**config.mk**
```make
export PLATFORM = sky130hd
export DESIGN_NAME = sram_access_arbiter
export DESIGN_NICKNAME = d
export VERILOG_FILES = /design/src/rtl/sram_access_arbiter_pkg.sv /design/src/rtl/sram_wr_fifo.sv /design/src/rtl/sram_access_arbiter.sv
export SDC_FILE = /design/constraint.sdc
export NUM_CORES = 1
export LEC_CHECK = 0
export ABC_AREA = 1
export BUFFER_PORTS_ARGS = -buffer_cell sky130_fd_sc_hd__clkbuf_2
export CAP_MARGIN = 15
export CORE_AREA = 5 5 402 404
export CTS_BUF_LIST = sky130_fd_sc_hd__clkbuf_8 sky130_fd_sc_hd__clkbuf_16
export DETAILED_ROUTE_END_ITERATION = 8
export DIE_AREA = 0 0 407 409
export GPL_ROUTABILITY_DRIVEN = 0
export PLACE_DENSITY = 0.61
export SETUP_SLACK_MARGIN = 0.02
export SLEW_MARGIN = 40
export SYNTH_ARGS = -nofsm -noshare
export SYNTH_HDL_FRONTEND = slang
export SYNTH_SLANG_ARGS = --single-unit
```
**constraint.sdc**
```tcl
create_clock -name clk -period 34.8 [get_ports clk]
set_input_delay 10.44 -clock clk [delete_from_list [all_inputs] [get_ports clk]]
set_output_delay 10.44 -clock clk [all_outputs]
set_load 0.01 [all_outputs]
```
**src/rtl/sram_access_arbiter_pkg.sv**
```systemverilog
// rtl/sram_access_arbiter_pkg.sv - shared widths, timing defaults and encodings for the SRAM access arbiter
package sram_access_arbiter_pkg;

  // Controller data word width.
  localparam int SRAM_WORD      = 256;
  // Cycles from read strobe to controller data valid.
  localparam int RD_LAT_DEF     = 3;
  // Minimum cycles from a read issue to the next controller access.
  localparam int RD_GAP_DEF     = 4;
  // Write-back FIFO entries (power of two).
  localparam int FIFO_DEPTH_DEF = 4;

  typedef enum logic [1:0] {
    ST_RUN   = 2'd0,
    ST_FLUSH = 2'd1,
    ST_RSTA  = 2'd2
  } arb_state_e;

  typedef enum logic {
    TURN_RD = 1'b0,
    TURN_WR = 1'b1
  } turn_e;

  typedef enum logic [1:0] {
    GNT_NONE = 2'd0,
    GNT_RD   = 2'd1,
    GNT_WR   = 2'd2
  } grant_e;

endpackage

```
**src/rtl/sram_wr_fifo.sv**
```systemverilog
// rtl/sram_wr_fifo.sv - synchronous write-back FIFO with wrap-bit full/empty flags
module sram_wr_fifo #(
  parameter int WIDTH = 256,
  parameter int DEPTH = 4
) (
  input  logic             clk,
  input  logic             rst_n,
  input  logic             push,
  input  logic [WIDTH-1:0] push_data,
  input  logic             pop,
  output logic [WIDTH-1:0] head,
  output logic             full,
  output logic             empty
);

  localparam int AW = $clog2(DEPTH);

  logic [AW:0]      wr_ptr;
  logic [AW:0]      rd_ptr;
  logic [WIDTH-1:0] mem [DEPTH];

  // Equal pointers mean empty; equal index with differing wrap bit means full.
  assign empty = (wr_ptr == rd_ptr);
  assign full  = (wr_ptr[AW] != rd_ptr[AW]) && (wr_ptr[AW-1:0] == rd_ptr[AW-1:0]);
  assign head  = mem[rd_ptr[AW-1:0]];

  // Pointer advance; a pop on an empty FIFO only happens together with a push
  // (pass-through), so both pointers move and the FIFO stays empty.
  always_ff @(posedge clk or negedge rst_n) begin
    if (!rst_n) begin
      wr_ptr <= '0;
      rd_ptr <= '0;
    end else begin
      if (push) wr_ptr <= wr_ptr + 1'b1;
      if (pop)  rd_ptr <= rd_ptr + 1'b1;
    end
  end

  // Storage write; contents need no reset since the flags gate every read.
  always_ff @(posedge clk) begin
    if (push) mem[wr_ptr[AW-1:0]] <= push_data;
  end

endmodule

```
**src/rtl/sram_access_arbiter.sv**
```systemverilog
// rtl/sram_access_arbiter.sv - read/write-back arbiter in front of the single-port SRAM controller
module sram_access_arbiter
  import sram_access_arbiter_pkg::*;
#(
  parameter int WORD       = SRAM_WORD,
  parameter int FIFO_DEPTH = FIFO_DEPTH_DEF,
  parameter int RD_LAT     = RD_LAT_DEF,
  parameter int RD_GAP     = RD_GAP_DEF
) (
  input  logic            clk,
  input  logic            rst_n,
  input  logic            rd_req,
  output logic            rd_ready,
  output logic            rd_valid,
  output logic [WORD-1:0] rd_data,
  input  logic            wr_valid,
  input  logic [WORD-1:0] wr_data,
  output logic            wr_ready,
  input  logic            flush_req,
  output logic            flush_done,
  input  logic            i_busy,
  input  logic [WORD-1:0] i_request_data,
  output logic            o_PE_request,
  output logic            o_PE_send,
  output logic [WORD-1:0] o_send_data,
  output logic            o_rst_addr
);

  localparam int GAP_W = $clog2(RD_GAP + 1);

  arb_state_e        state, state_nxt;
  turn_e             turn;
  grant_e            gnt;
  logic [GAP_W-1:0]  gap;
  logic [RD_LAT-1:0] vld_sr;

  logic              push;
  logic              pop;
  logic              fifo_full;
  logic              fifo_empty;
  logic [WORD-1:0]   fifo_head;
  logic              wr_avail;
  logic [WORD-1:0]   wr_word;
  logic              slot;

  assign wr_ready = !fifo_full && (state == ST_RUN);
  assign push     = wr_valid && wr_ready;
  assign pop      = (gnt == GNT_WR);

  // A word offered into an empty FIFO is usable in the same slot, so a lone
  // write reaches the controller one cycle after it is accepted.
  assign wr_avail = !fifo_empty || push;
  assign wr_word  = fifo_empty ? wr_data : fifo_head;
  assign slot     = (gap == '0) && !i_busy;

  sram_wr_fifo #(
    .WIDTH (WORD),
    .DEPTH (FIFO_DEPTH)
  ) u_wr_fifo (
    .clk       (clk),
    .rst_n     (rst_n),
    .push      (push),
    .push_data (wr_data),
    .pop       (pop),
    .head      (fifo_head),
    .full      (fifo_full),
    .empty     (fifo_empty)
  );

  // Slot arbitration: full FIFO first, then the turn bit, then reads, then leftover writes.
  always_comb begin
    gnt = GNT_NONE;
    if (slot) begin
      if (fifo_full)                            gnt = GNT_WR;
      else if ((turn == TURN_WR) && wr_avail)   gnt = GNT_WR;
      else if (rd_req && (state == ST_RUN))     gnt = GNT_RD;
      else if (wr_avail)                        gnt = GNT_WR;
    end
  end

  assign rd_ready = (gnt == GNT_RD);

  // Read spacing counter and alternation bit.
  always_ff @(posedge clk or negedge rst_n) begin
    if (!rst_n) begin
      gap  <= '0;
      turn <= TURN_RD;
    end else begin
      if (gnt == GNT_RD)   gap <= GAP_W'(RD_GAP - 1);
      else if (gap != '0)  gap <= gap - 1'b1;
      if (gnt == GNT_RD)      turn <= TURN_WR;
      else if (gnt == GNT_WR) turn <= TURN_RD;
    end
  end

  // Registered controller strobes; write data is captured at issue.
  always_ff @(posedge clk or negedge rst_n) begin
    if (!rst_n) begin
      o_PE_request <= 1'b0;
      o_PE_send    <= 1'b0;
      o_send_data  <= '0;
    end else begin
      o_PE_request <= (gnt == GNT_RD);
      o_PE_send    <= (gnt == GNT_WR);
      if (gnt == GNT_WR) o_send_data <= wr_word;
    end
  end

  // Tracks in-flight reads so the unflagged controller data can be qualified.
  always_ff @(posedge clk or negedge rst_n) begin
    if (!rst_n) vld_sr <= '0;
    else        vld_sr <= {vld_sr[RD_LAT-2:0], o_PE_request};
  end

  assign rd_valid = vld_sr[RD_LAT-1];
  assign rd_data  = rd_valid ? i_request_data : '0;

  // Pass-state register.
  always_ff @(posedge clk or negedge rst_n) begin
    if (!rst_n) state <= ST_RUN;
    else        state <= state_nxt;
  end

  // Flush sequencing: drain writes and in-flight reads, then strobe address reset once.
  always_comb begin
    state_nxt  = state;
    o_rst_addr = 1'b0;
    flush_done = 1'b0;
    case (state)
      ST_RUN: begin
        if (flush_req) state_nxt = ST_FLUSH;
      end
      ST_FLUSH: begin
        if (fifo_empty && (gap == '0) && (vld_sr == '0) && !o_PE_request)
          state_nxt = ST_RSTA;
      end
      ST_RSTA: begin
        o_rst_addr = 1'b1;
        flush_done = 1'b1;
        state_nxt  = ST_RUN;
      end
      default: state_nxt = ST_RUN;
    endcase
  end

endmodule

```
==> metrics.txt <==
# TYPE chip_impl_metric gauge
chip_impl_info{name="startpoint_type",value="input port"} 1
chip_impl_info{name="setup.worst_path.class",value="input port to output pin"} 1
chip_impl_metric{name="area.growth.synth_to_final",unit="%"} 21.7
chip_impl_metric{name="post-cts-setup-buffers",unit=""} 0
chip_impl_metric{name="grt_pass1_vias",unit=""} 39600
chip_impl_metric{name="core_area",unit="um^2"} 157000
chip_impl_metric{name="worstSkewPairLatency",unit="ps"} 770
chip_impl_metric{name="cts_resized",unit=""} 0
chip_impl_metric{name="worst-endpoint-arrival",unit="ps"} 11630
chip_impl_metric{name="clock_skew",unit="ps"} 24.6
chip_impl_metric{name="post_synth.cell_area_avg",unit="um^2"} 9.96
chip_impl_metric{name="finalHoldViolations",unit=""} 0
chip_impl_metric{name="post_cts_hold_buffer_count",unit=""} 0
chip_impl_metric{name="maxClockFrequency",unit="MHz"} 45.3
chip_impl_metric{name="period_needed",unit="ps"} 22070
chip_impl_metric{name="pre_cts_ws",unit="ps"} 12740
chip_impl_metric{name="grt_overflow",unit=""} 0
chip_impl_metric{name="yosysWarningCount",unit=""} 0
chip_impl_metric{name="syn_area",unit="um^2"} 55200
chip_impl_metric{name="grt_first_pass_wirelength",unit="mm"} 291
chip_impl_metric{name="yosysSeqAreaShare",unit=""} 0.681
chip_impl_metric{name="min_period_over_period",unit=""} 0.634
chip_impl_metric{name="cts.htree.levels",unit=""} 4
chip_impl_metric{name="starting_density",unit=""} 0.350
chip_impl_metric{name="io_pins",unit=""} 1037
chip_impl_metric{name="groute.usage.overall",unit=""} 0.241
chip_impl_metric{name="clk_sinks",unit=""} 1297
chip_impl_metric{name="synth_nets",unit=""} 6065
chip_impl_metric{name="setup_ws",unit="ps"} 12730
chip_impl_metric{name="pin_count_of_the_biggest_net_entering_global_routing",unit=""} 143
chip_impl_info{name="synthTopCellsByArea",value="edfxtp_1, nand2_1, dfrtp_1, inv_1, a21oi_1"} 1
chip_impl_info{name="netlist_top_cells_count",value="nand2_1, edfxtp_1, inv_1, a21oi_1, dfrtp_1"} 1
chip_impl_metric{name="ys_types",unit=""} 23
chip_impl_metric{name="critPathRequiredTime",unit="ps"} 24360
chip_impl_info{name="grt_setup_unrepaired",value="false"} 1
chip_impl_metric{name="power.leakage",unit="nW"} 31.9
chip_impl_metric{name="post_detailed_route_drc_marker_count",unit=""} 0
chip_impl_metric{name="drt-total-wl",unit="mm"} 207
chip_impl_metric{name="vdd_ir_drop_max",unit="mV"} 0.0468
chip_impl_metric{name="final.setup.tns",unit="ps"} 0
chip_impl_metric{name="fillers",unit=""} 15000
chip_impl_metric{name="clk_pin_slew",unit="ps"} 50
chip_impl_metric{name="crit_path_max_fanout",unit=""} 6
chip_impl_metric{name="post_dr_wirelength_cell",unit="um"} 23.9
chip_impl_metric{name="maxCapViolCount",unit=""} 0
chip_impl_info{name="synthFlopType",value="edfxtp_1"} 1
chip_impl_metric{name="vias",unit=""} 42400
chip_impl_metric{name="report.final.setup_viol",unit=""} 0
chip_impl_metric{name="post_drt_via_cell_ratio",unit=""} 4.88
chip_impl_metric{name="design.die.area",unit="um^2"} 166000
chip_impl_metric{name="chipHeight",unit="um"} 409
chip_impl_metric{name="regArea",unit="um^2"} 37600
chip_impl_info{name="cts.root.buffer_cell",value="clkbuf_16"} 1
chip_impl_metric{name="buffer_ports.inserted",unit=""} 1036
chip_impl_metric{name="power.density",unit="nW/um^2"} 75.2
chip_impl_metric{name="clockBufferDepth",unit=""} 3
chip_impl_metric{name="synthCells",unit=""} 5537
chip_impl_metric{name="drv_slew",unit=""} 0
chip_impl_metric{name="synth_enable_flop_cells",unit=""} 1024
chip_impl_metric{name="area_of_the_multi_input_gates",unit="um^2"} 13300
chip_impl_metric{name="synth-seq-cells",unit=""} 1297
chip_impl_metric{name="cts_inserted_buffers",unit=""} 140
chip_impl_info{name="cts_tree",value="built"} 1
chip_impl_info{name="worst_setup_path_end_kind",value="output pin"} 1
chip_impl_metric{name="fp-row-count",unit=""} 146
chip_impl_metric{name="detailedRoute.firstIterationViolations",unit=""} 3774
chip_impl_metric{name="antenna_violating_nets_post_route",unit=""} 0
chip_impl_metric{name="postSynth.asyncResetShare",unit=""} 0.210
chip_impl_info{name="timing.hold.worst.class",value="register to register"} 1
chip_impl_info{name="run_status",value="finished, final reports clean"} 1
chip_impl_metric{name="final_nets",unit=""} 6991
chip_impl_metric{name="hpwlAfterDp",unit="mm"} 140
chip_impl_metric{name="grt_antenna_before_repair",unit=""} 58
chip_impl_metric{name="timing.slew.headroom",unit=""} 0.439
chip_impl_metric{name="chipWidth",unit="um"} 407
chip_impl_metric{name="tightest_slew",unit="ps"} 841
chip_impl_metric{name="rrSetupSlack",unit="ps"} 28910
chip_impl_info{name="post-synth-top-count-cell",value="nand2_1"} 1
chip_impl_info{name="synthDominantAreaCellType",value="edfxtp_1"} 1
chip_impl_metric{name="drt_first_pass_iters",unit=""} 6
chip_impl_metric{name="netlist.area_leader.share",unit=""} 0.558
chip_impl_metric{name="drive_gt1_frac",unit=""} 0.200
==> sequential cells by signal, summed over array words and instances, names as in the netlist <==
signal and count:
o_PE_request 1, o_PE_send 1, u_wr_fifo.rd_ptr 3, turn 1
state 2, u_wr_fifo.wr_ptr 3, o_send_data 256, gap 3
u_wr_fifo.mem 1024, vld_sr 3
==> metal layers <==
| metal | vias to the layer above | track usage | part of all wire |
|---|---|---|---|
| li1 | 19700 | - | - |
| met1 | 20300 | 0.286 | 0.37 |
| met2 | 1839 | 0.389 | 0.47 |
| met4 | 24 | 0.163 | 0.078 |
| met5 | - | 0 | 0.00083 |
| met3 | 451 | 0.0589 | 0.079 |
==> area by class of cell <==
| class | instances | share of cell area |
|---|---|---|
| Multi-Input combinational cell | 3134 | 0.198 |
| Sequential cell | 1297 | 0.560 |
| Antenna cell | 32 | 0.00119 |
| Inverter | 792 | 0.0447 |
| Timing Repair Buffer | 1098 | 0.0898 |
| Tap cell | 2072 | 0.0386 |
| Clock inverter | 102 | 0.0114 |
| Clock buffer | 157 | 0.0564 |
==> kinds of logic after synthesis <==
kind of cell / count (synthesis) / share of synthesized area
multiplexers: 1 / 0.000204
buffers and inverters: 1106 / 0.0792
adder cells (fa/ha/maj): 10 / 0.00227
AND/OR/NAND/NOR: 2340 / 0.165
XOR/XNOR: 5 / 0.000794
AO/OA/AOI/OAI: 778 / 0.0707
flip-flops: 1297 / 0.681
==> cell usage in the layout, fill, tap and decap left out, drive strengths merged, types with 3 or more instances in the layout <==
master / netlist / layout
nand3: 257 / 257
diode: 0 / 32
ha: 10 / 10
clkinvlp: 0 / 5
nor2: 12 / 12
bufinv: 0 / 7
inv: 792 / 844
dfrtp: 273 / 273
xor2: 3 / 3
a21oi: 514 / 514
clkbuf: 168 / 1192
buf: 146 / 63
nand4: 3 / 3
o21ai: 262 / 262
clkinv: 0 / 38
nand2: 2067 / 2067
edfxtp: 1024 / 1024
==> power by group <==
part	internal (mW)	total, mW	switching, mW
registers	1.93	2.07	0.142
logic	0.477	1.52	1.04
clock network	0.836	1.45	0.617
==> through the flow <==
stage / hold slack [ps] / utilization / power [mW] / instance area, um^2 / cells
after floorplan: 355 / - / 3.07 / 55200 / 5537
after global placement: 362 / 0.394 / 3.58 / 62100 / 8380
after detailed placement: 366 / 0.396 / 3.62 / 62400 / 8390
after CTS: 379 / 0.425 / 5.09 / 66900 / 8649
after global routing: 396 / 0.426 / 5.35 / 67100 / 8674
final: 375 / 0.426 / 5.04 / 67100 / 8684
==> worst max-delay path, stage by stage <==
cell,delay [ps]
clkbuf_2,110
inv_1,80
o211ai_1,110
nand2_1,100
nand4_1,200
inv_1,120
ha_1,280
clkbuf_2,180
==> path summary, 6_finish.rpt <==
check,start,to,cells after the start
worst max-delay path,wr_valid,rd_ready,8
worst min-delay path,vld_sr[1],vld_sr[2],0
worst min register to register,vld_sr[1],vld_sr[2],0
min in group asynchronous,rst_n,o_send_data[249],1
max in group asynchronous,rst_n,o_send_data[55],3
worst max register to register,u_wr_fifo.rd_ptr[0],u_wr_fifo.mem[1][80],13
Power figures use the tool's default switching activity.
